## config.mk

```make
export PLATFORM = sky130hd
export DESIGN_NAME = ps2_frame_rx
export DESIGN_NICKNAME = d
export VERILOG_FILES = /design/src/rtl/ps2_frame_rx_pkg.sv /design/src/rtl/ps2_line_filter.sv /design/src/rtl/ps2_frame_rx.sv
export SDC_FILE = /design/constraint.sdc
export NUM_CORES = 1
export LEC_CHECK = 0
export ABC_AREA = 0
export ABC_CLOCK_PERIOD_IN_PS = 2800
export CORE_MARGIN = 4
export CORE_UTILIZATION = 57
export CTS_CLUSTER_SIZE = 28
export DETAILED_ROUTE_END_ITERATION = 10
export PLACE_DENSITY_LB_ADDON = 0.12
export SETUP_SLACK_MARGIN = 0.15
export SLEW_MARGIN = 20
export SYNTH_ARGS = -nofsm -noshare
export SYNTH_HDL_FRONTEND = slang
export SYNTH_HIERARCHICAL = 1
export SYNTH_SLANG_ARGS = --single-unit
export TNS_END_PERCENT = 20
```

## constraint.sdc

```tcl
create_clock -name clk -period 2.8 [get_ports clk]
set_input_delay 0.42 -clock clk [delete_from_list [all_inputs] [get_ports clk]]
set_output_delay 0.42 -clock clk [all_outputs]
set_load 0.02 [all_outputs]
```

## src/rtl/ps2_frame_rx_pkg.sv

```systemverilog
// ps2_frame_rx shared types and frame constants.
// Imported by the receiver top and its line filter.
package ps2_frame_rx_pkg;

  typedef enum logic [1:0] {
    IDLE,
    DATA,
    PARITY,
    STOP
  } state_t;

  localparam logic START_BIT = 1'b0;
  localparam logic STOP_BIT  = 1'b1;
  localparam int   DATA_BITS = 8;

endpackage

```

## src/rtl/ps2_line_filter.sv

```systemverilog
// PS/2 pin conditioner: synchroniser chain plus
// a run-length debounce on the synced sample.
module ps2_line_filter
  import ps2_frame_rx_pkg::*;
#(
  parameter int SYNC_STAGES = 2,
  parameter int FILTER_LEN  = 4
) (
  input  logic clk,
  input  logic rst_n,
  input  logic raw,
  output logic filt
);

  localparam int CW = $clog2(FILTER_LEN + 1);

  logic [SYNC_STAGES-1:0] sync;
  logic [CW-1:0]          cnt;
  logic                   synced;

  assign synced = sync[SYNC_STAGES-1];

  always_ff @(posedge clk or negedge rst_n) begin
    if (!rst_n) begin
      sync <= '1;
    end else begin
      sync <= {sync[SYNC_STAGES-2:0], raw};
    end
  end

  // flip only after FILTER_LEN differing samples in a row
  always_ff @(posedge clk or negedge rst_n) begin
    if (!rst_n) begin
      filt <= 1'b1;
      cnt  <= '0;
    end else if (synced == filt) begin
      cnt <= '0;
    end else if (cnt == CW'(FILTER_LEN - 1)) begin
      filt <= synced;
      cnt  <= '0;
    end else begin
      cnt <= cnt + 1'b1;
    end
  end

endmodule

```

## src/rtl/ps2_frame_rx.sv

```systemverilog
// PS/2 device-to-host frame receiver: 11-bit frames,
// good bytes as a ready pulse, errors as separate pulses.
module ps2_frame_rx
  import ps2_frame_rx_pkg::*;
#(
  parameter int SYNC_STAGES    = 2,
  parameter int FILTER_LEN     = 4,
  parameter int TIMEOUT_CYCLES = 10000
) (
  input  logic       clk,
  input  logic       rst_n,
  input  logic       ps2_clk,
  input  logic       ps2_data,
  output logic       ready,
  output logic [7:0] scancode,
  output logic       parity_err,
  output logic       frame_err,
  output logic       timeout_err,
  output logic [7:0] err_count
);

  localparam int TW = $clog2(TIMEOUT_CYCLES + 1);

  logic          fc;
  logic          fd;
  logic          fc_q;
  logic          fall;
  state_t        state;
  state_t        state_n;
  logic [2:0]    bit_cnt;
  logic [7:0]    shreg;
  logic          start_bit;
  logic          parity_bit;
  logic [TW-1:0] tmo_cnt;
  logic          tmo_hit;
  logic          ready_n;
  logic          perr_n;
  logic          ferr_n;
  logic          terr_n;
  logic          err_any;

  ps2_line_filter #(
    .SYNC_STAGES(SYNC_STAGES),
    .FILTER_LEN (FILTER_LEN)
  ) u_clk_filt (
    .clk  (clk),
    .rst_n(rst_n),
    .raw  (ps2_clk),
    .filt (fc)
  );

  ps2_line_filter #(
    .SYNC_STAGES(SYNC_STAGES),
    .FILTER_LEN (FILTER_LEN)
  ) u_dat_filt (
    .clk  (clk),
    .rst_n(rst_n),
    .raw  (ps2_data),
    .filt (fd)
  );

  assign fall    = fc_q & ~fc;
  assign tmo_hit = (state != IDLE) &&
                   (tmo_cnt == TW'(TIMEOUT_CYCLES - 1));
  assign err_any = perr_n | ferr_n | terr_n;

  always_comb begin
    state_n = state;
    ready_n = 1'b0;
    perr_n  = 1'b0;
    ferr_n  = 1'b0;
    terr_n  = 1'b0;
    if (fall) begin
      unique case (state)
        IDLE: state_n = DATA;
        DATA: begin
          if (bit_cnt == 3'(DATA_BITS - 1))
            state_n = PARITY;
        end
        PARITY: state_n = STOP;
        STOP: begin
          state_n = IDLE;
          if (start_bit != START_BIT ||
              fd != STOP_BIT)
            ferr_n = 1'b1;
          else if (!(^{shreg, parity_bit}))
            perr_n = 1'b1;
          else
            ready_n = 1'b1;
        end
        default: state_n = IDLE;
      endcase
    end else if (tmo_hit) begin
      terr_n  = 1'b1;
      state_n = IDLE;
    end
  end

  always_ff @(posedge clk or negedge rst_n) begin
    if (!rst_n) begin
      state       <= IDLE;
      fc_q        <= 1'b1;
      ready       <= 1'b0;
      parity_err  <= 1'b0;
      frame_err   <= 1'b0;
      timeout_err <= 1'b0;
      scancode    <= '0;
      err_count   <= '0;
    end else begin
      state       <= state_n;
      fc_q        <= fc;
      ready       <= ready_n;
      parity_err  <= perr_n;
      frame_err   <= ferr_n;
      timeout_err <= terr_n;
      if (ready_n)
        scancode <= shreg;
      if (err_any && err_count != 8'hFF)
        err_count <= err_count + 1'b1;
    end
  end

  always_ff @(posedge clk or negedge rst_n) begin
    if (!rst_n) begin
      bit_cnt    <= '0;
      shreg      <= '0;
      start_bit  <= 1'b0;
      parity_bit <= 1'b0;
    end else if (fall) begin
      unique case (state)
        IDLE: begin
          start_bit <= fd;
          bit_cnt   <= '0;
        end
        DATA: begin
          shreg   <= {fd, shreg[7:1]};
          bit_cnt <= bit_cnt + 1'b1;
        end
        PARITY: parity_bit <= fd;
        default: ;
      endcase
    end
  end

  always_ff @(posedge clk or negedge rst_n) begin
    if (!rst_n)
      tmo_cnt <= '0;
    else if (fall || state == IDLE || tmo_hit)
      tmo_cnt <= '0;
    else
      tmo_cnt <= tmo_cnt + 1'b1;
  end

endmodule

```

==> out/summary.md, run 1 <==
The run finished with clean final reports. The number of buffers inserted by port buffering is 23, and the worst path required time is 3020 ps. The floorplan row count was 24. The max-capacitance violation count was 0; the maximum single-stage delay on the critical path was 390 ps.

TritonCTS created 9 clock buffers. The slew at the pin closest to its max-slew limit was 713.8 ps. The detailed router finished its first iteration with 95 violations. Summing internal, switching and leakage power gives 3.015 mW.

Power spread over the standard cell area amounts to 931.8 nW/um2. The net count after synthesis is 236, and the total of hold buffers inserted after clock tree synthesis is 0. Final critical-path share of the clock period: 0.8548. The critical path class was reg2reg.

Excluding fillers, the count of instances in the completed layout stands at 313. The first detailed-routing pass took 4 iterations. 0 antenna diodes ended up in the layout. The run gives 8.976 ps as the clock skew after layout. After layout, the minimum clock period comes to 2393 ps. The run gives 0 ps as the setup TNS. The final number of hold-violating endpoints came out at 0.

The routed layout has 1,701 vias. The worst setup path is launched from a flip-flop. The worst path buffer plus inverter count is 1, and the data arrival at the endpoint of the critical path is 2610 ps. During I/O placement, the number of pins put on the boundary was 24.

Clock-pin slew was measured on the worst setup and hold paths at 70 ps. Count of distinct cell types in the synthesized netlist: 37. In this run the post-CTS setup repair buffer count came out at 0.

After floorplanning, the core was sized to cover 4504 um2. The die is 77.32 um wide. The floorplan step defined a die boundary enclosing 5978 um2. In this run the remaining antenna-violating nets after routing total 0. TritonCTS built the clock tree. Walking the worst path, the cells encountered are inv_1 -> ha_1 -> nor4b_1 -> nand4_1 -> nor2_1 -> a211oi_4 -> nor4_1 -> mux2_1.

Entering global routing, the biggest net connects 33 pins. No sink is reached through more buffers than the 2 on the longest clock path. Once placement finished, the instance area stood at 3049 um2.

The logs give 297 for the post-placement cell count and 0.8060 for the final weighted congestion of routability-driven global placement. The highest attainable clock frequency is 417.8 MHz, and the post-route DRC violation count is 0. Post-CTS repair changed the size of 0 cells. The run gives 2739 um2 as the mapped cell area. The library cells used most frequently in the layout, excluding fill and tap cells, are dfrtp_1, nor2_1, clkdlybuf4s50_1.

Measured along the y axis, the die boundary spans 77.32 um. The number of antenna violations at the first check in global routing is 0. The logs give 3051 um for the HPWL after detailed placement and 3 for the H-tree depth.

The net count of the finished layout is 270. The largest individual stage delay along the critical path comes from the cell dfrtp_1. The run gives 6 as the total number of yosys warnings. The tools report the initial core utilization as 0.6081. The sequential-to-total area share from yosys stat is 0.5697. For the worst-skew pair, the clock arrives at the later sink with an insertion delay of 330 ps.

The fraction of final layout cells sized beyond drive strength 1 works out to 0.2031. Setup repair after global routing left no endpoint under its margin. The max-slew violation count was 0.

The tools report the number of clock sinks as 62. Largest delay contributor family on the critical path: simple AND/OR/NAND/NOR gates. In this run the worst path has a maximum fanout of 8. The path class of the tightest hold or removal check is in2async. The number of vias per cell was 5.435. Mean post-synth cell area: 12.34 um2. For the global-route wire length before repair, the log shows 8073 um.

From synthesis to final layout, the design area changed by 18.14%. The logs give 0.5241 for the normalized max-slew margin and 1,750 for the via count of the first global-routing pass. The tools report the internal reg-to-reg setup slack as 410 ps. The final layout contains routed wiring with a total length of 4371 um. The sum of overflow across all layers after global routing came out at 0.

The worst setup path is captured at a flip-flop. Dividing the detail-routed wire length by the instance count gives 13.96 um. The tools report the count of final setup violators as 0. The worst-case IR drop observed on VDD is 614.2 uV. Summed over all cells, the static leakage comes to 1.479 nW.

Most common library cell in the layout ignoring fill and taps: dfrtp_1. The root buffer cell chosen for the clock tree is clkbuf_8. In the synthesized netlist, the number of instances is 222.

The total global routing track utilization was 0.1716. After routing the design area is 3236 um2. After synthesis the netlist holds a flip-flop and latch count of 62.
-- cells by family after synthesis --
| logic type | share of synthesized area |
|---|---|
| and+or+nand+nor | 0.1553 |
| DFF | 0.5697 |
| xor gates and xnor gates | 0.08497 |
| muxes | 0.09319 |
| AOI/OAI and AO/OA | 0.03883 |
| adders and majority gates | 0.04568 |
| buffers and inverters | 0.01234 |
-- final timing paths --
path,startpoint,to,cells past startpoint
min in group clk,u_clk_filt/sync[0],u_clk_filt/sync[1],0
hold / removal,rst_n,tmo_cnt[4],1
hold reg to reg,u_clk_filt/sync[0],u_clk_filt/sync[1],0
setup reg to reg,state[0],err_count[7],8
setup / recovery,state[0],err_count[7],8
max in group asynchronous,rst_n,u_dat_filt/sync[0],2
-- per-stage QoR --
step | hold WS, ps | setup slack [ps] | util
after floorplan | 124.4 | 685.0 | -
after CTS | 153.3 | 448.1 | 0.7183
after global routing | 182.2 | 232.2 | 0.7183
after detailed placement | 348.2 | 479.6 | 0.6769
final | 137.2 | 406.6 | 0.7183
after global placement | 346.1 | 564.3 | 0.6769
-- flip-flops by register name (all words and copies together), names as in the netlist --
name / count
tmo_cnt: 14
err_count: 8
scancode: 8
shreg: 8
bit_cnt: 3
u_clk_filt/cnt: 3
u_dat_filt/cnt: 3
state: 2
u_clk_filt/sync: 2
u_dat_filt/sync: 2
fc_q: 1
frame_err: 1
parity_bit: 1
parity_err: 1
ready: 1
start_bit: 1
timeout_err: 1
u_clk_filt/filt: 1
u_dat_filt/filt: 1
-- metal layers --
| metal | vias to the layer above | routed length, um | global-route usage |
|---|---|---|---|
| met5 | - | 0 | 0 |
| met4 | 0 | 44 | 0.04982 |
| met3 | 6 | 195 | 0.07611 |
| met2 | 28 | 2048 | 0.2565 |
| met1 | 834 | 2082 | 0.2274 |
| li1 | 833 | - | - |
-- final cells by class --
class	count	area, um2
sequential	62	1560
fill	329	1269
multi-input combinational	151	1145
timing repair buffer	25	252.7
clock buffer	13	168.9
tap	52	65.06
inverter	7	26.28
clock inverter	3	17.52
-- worst register-to-register path, delay by kind of cell, from the launching register on --
family	cells	cell delay [ps]
adders and majority gates	1	260
AOI/OAI and AO/OA	1	100
DFF	1	390
buffers and inverters	1	80
muxes	1	360
and+or+nand+nor	4	1100
-- Yosys cell counts --
cell,count,area [um2]
clkbuf_1,2,7.510
nor4b_1,1,8.760
and2_1,1,6.260
a2bb2oi_1,1,8.760
nor2b_1,4,25.02
nor3b_1,3,22.52
nor2_1,24,90.09
ha_1,10,125.1
nand2_1,14,52.55
o211ai_1,1,7.510
xor2_1,8,70.07
o21ai_0,5,25.02
a211oi_4,1,20.02
inv_1,7,26.28
mux2_4,2,30.03
mux2_1,2,22.52
nor3_1,5,25.02
nand3_1,7,35.03
xnor2_1,16,140.1
nor3b_2,1,12.51
dfstp_2,7,183.9
nor4_1,3,18.77
nand4_1,3,18.77
nor2b_4,2,27.53
mux2_2,18,202.7
nand2b_1,1,6.260
dfrtp_1,55,1376
a21boi_1,1,7.510
nor3_2,1,10.01
nor2_2,2,12.51
nor4bb_1,1,10.01
o21bai_1,1,7.510
a21oi_1,2,10.01
or2_2,1,6.260
a32o_1,2,20.02
xnor3_1,1,22.52
and3_1,6,37.54
-- power by group --
| part | switching, mW | internal, mW | total [mW] |
|---|---|---|---|
| clock network | 0.328 | 0.391 | 0.719 |
| registers | 0.165 | 1.11 | 1.28 |
| logic | 0.530 | 0.486 | 1.02 |
| total | 1.02 | 1.99 | 3.02 |
No activity file was read; power rests on OpenSTA's default activity.
==> run 2, diff against run 1 <==
- HOLD_SLACK_MARGIN: not set -> 0.12
==> results of run 2 <==
No change in the layout: final DEF, timing and power equal those of run 1.
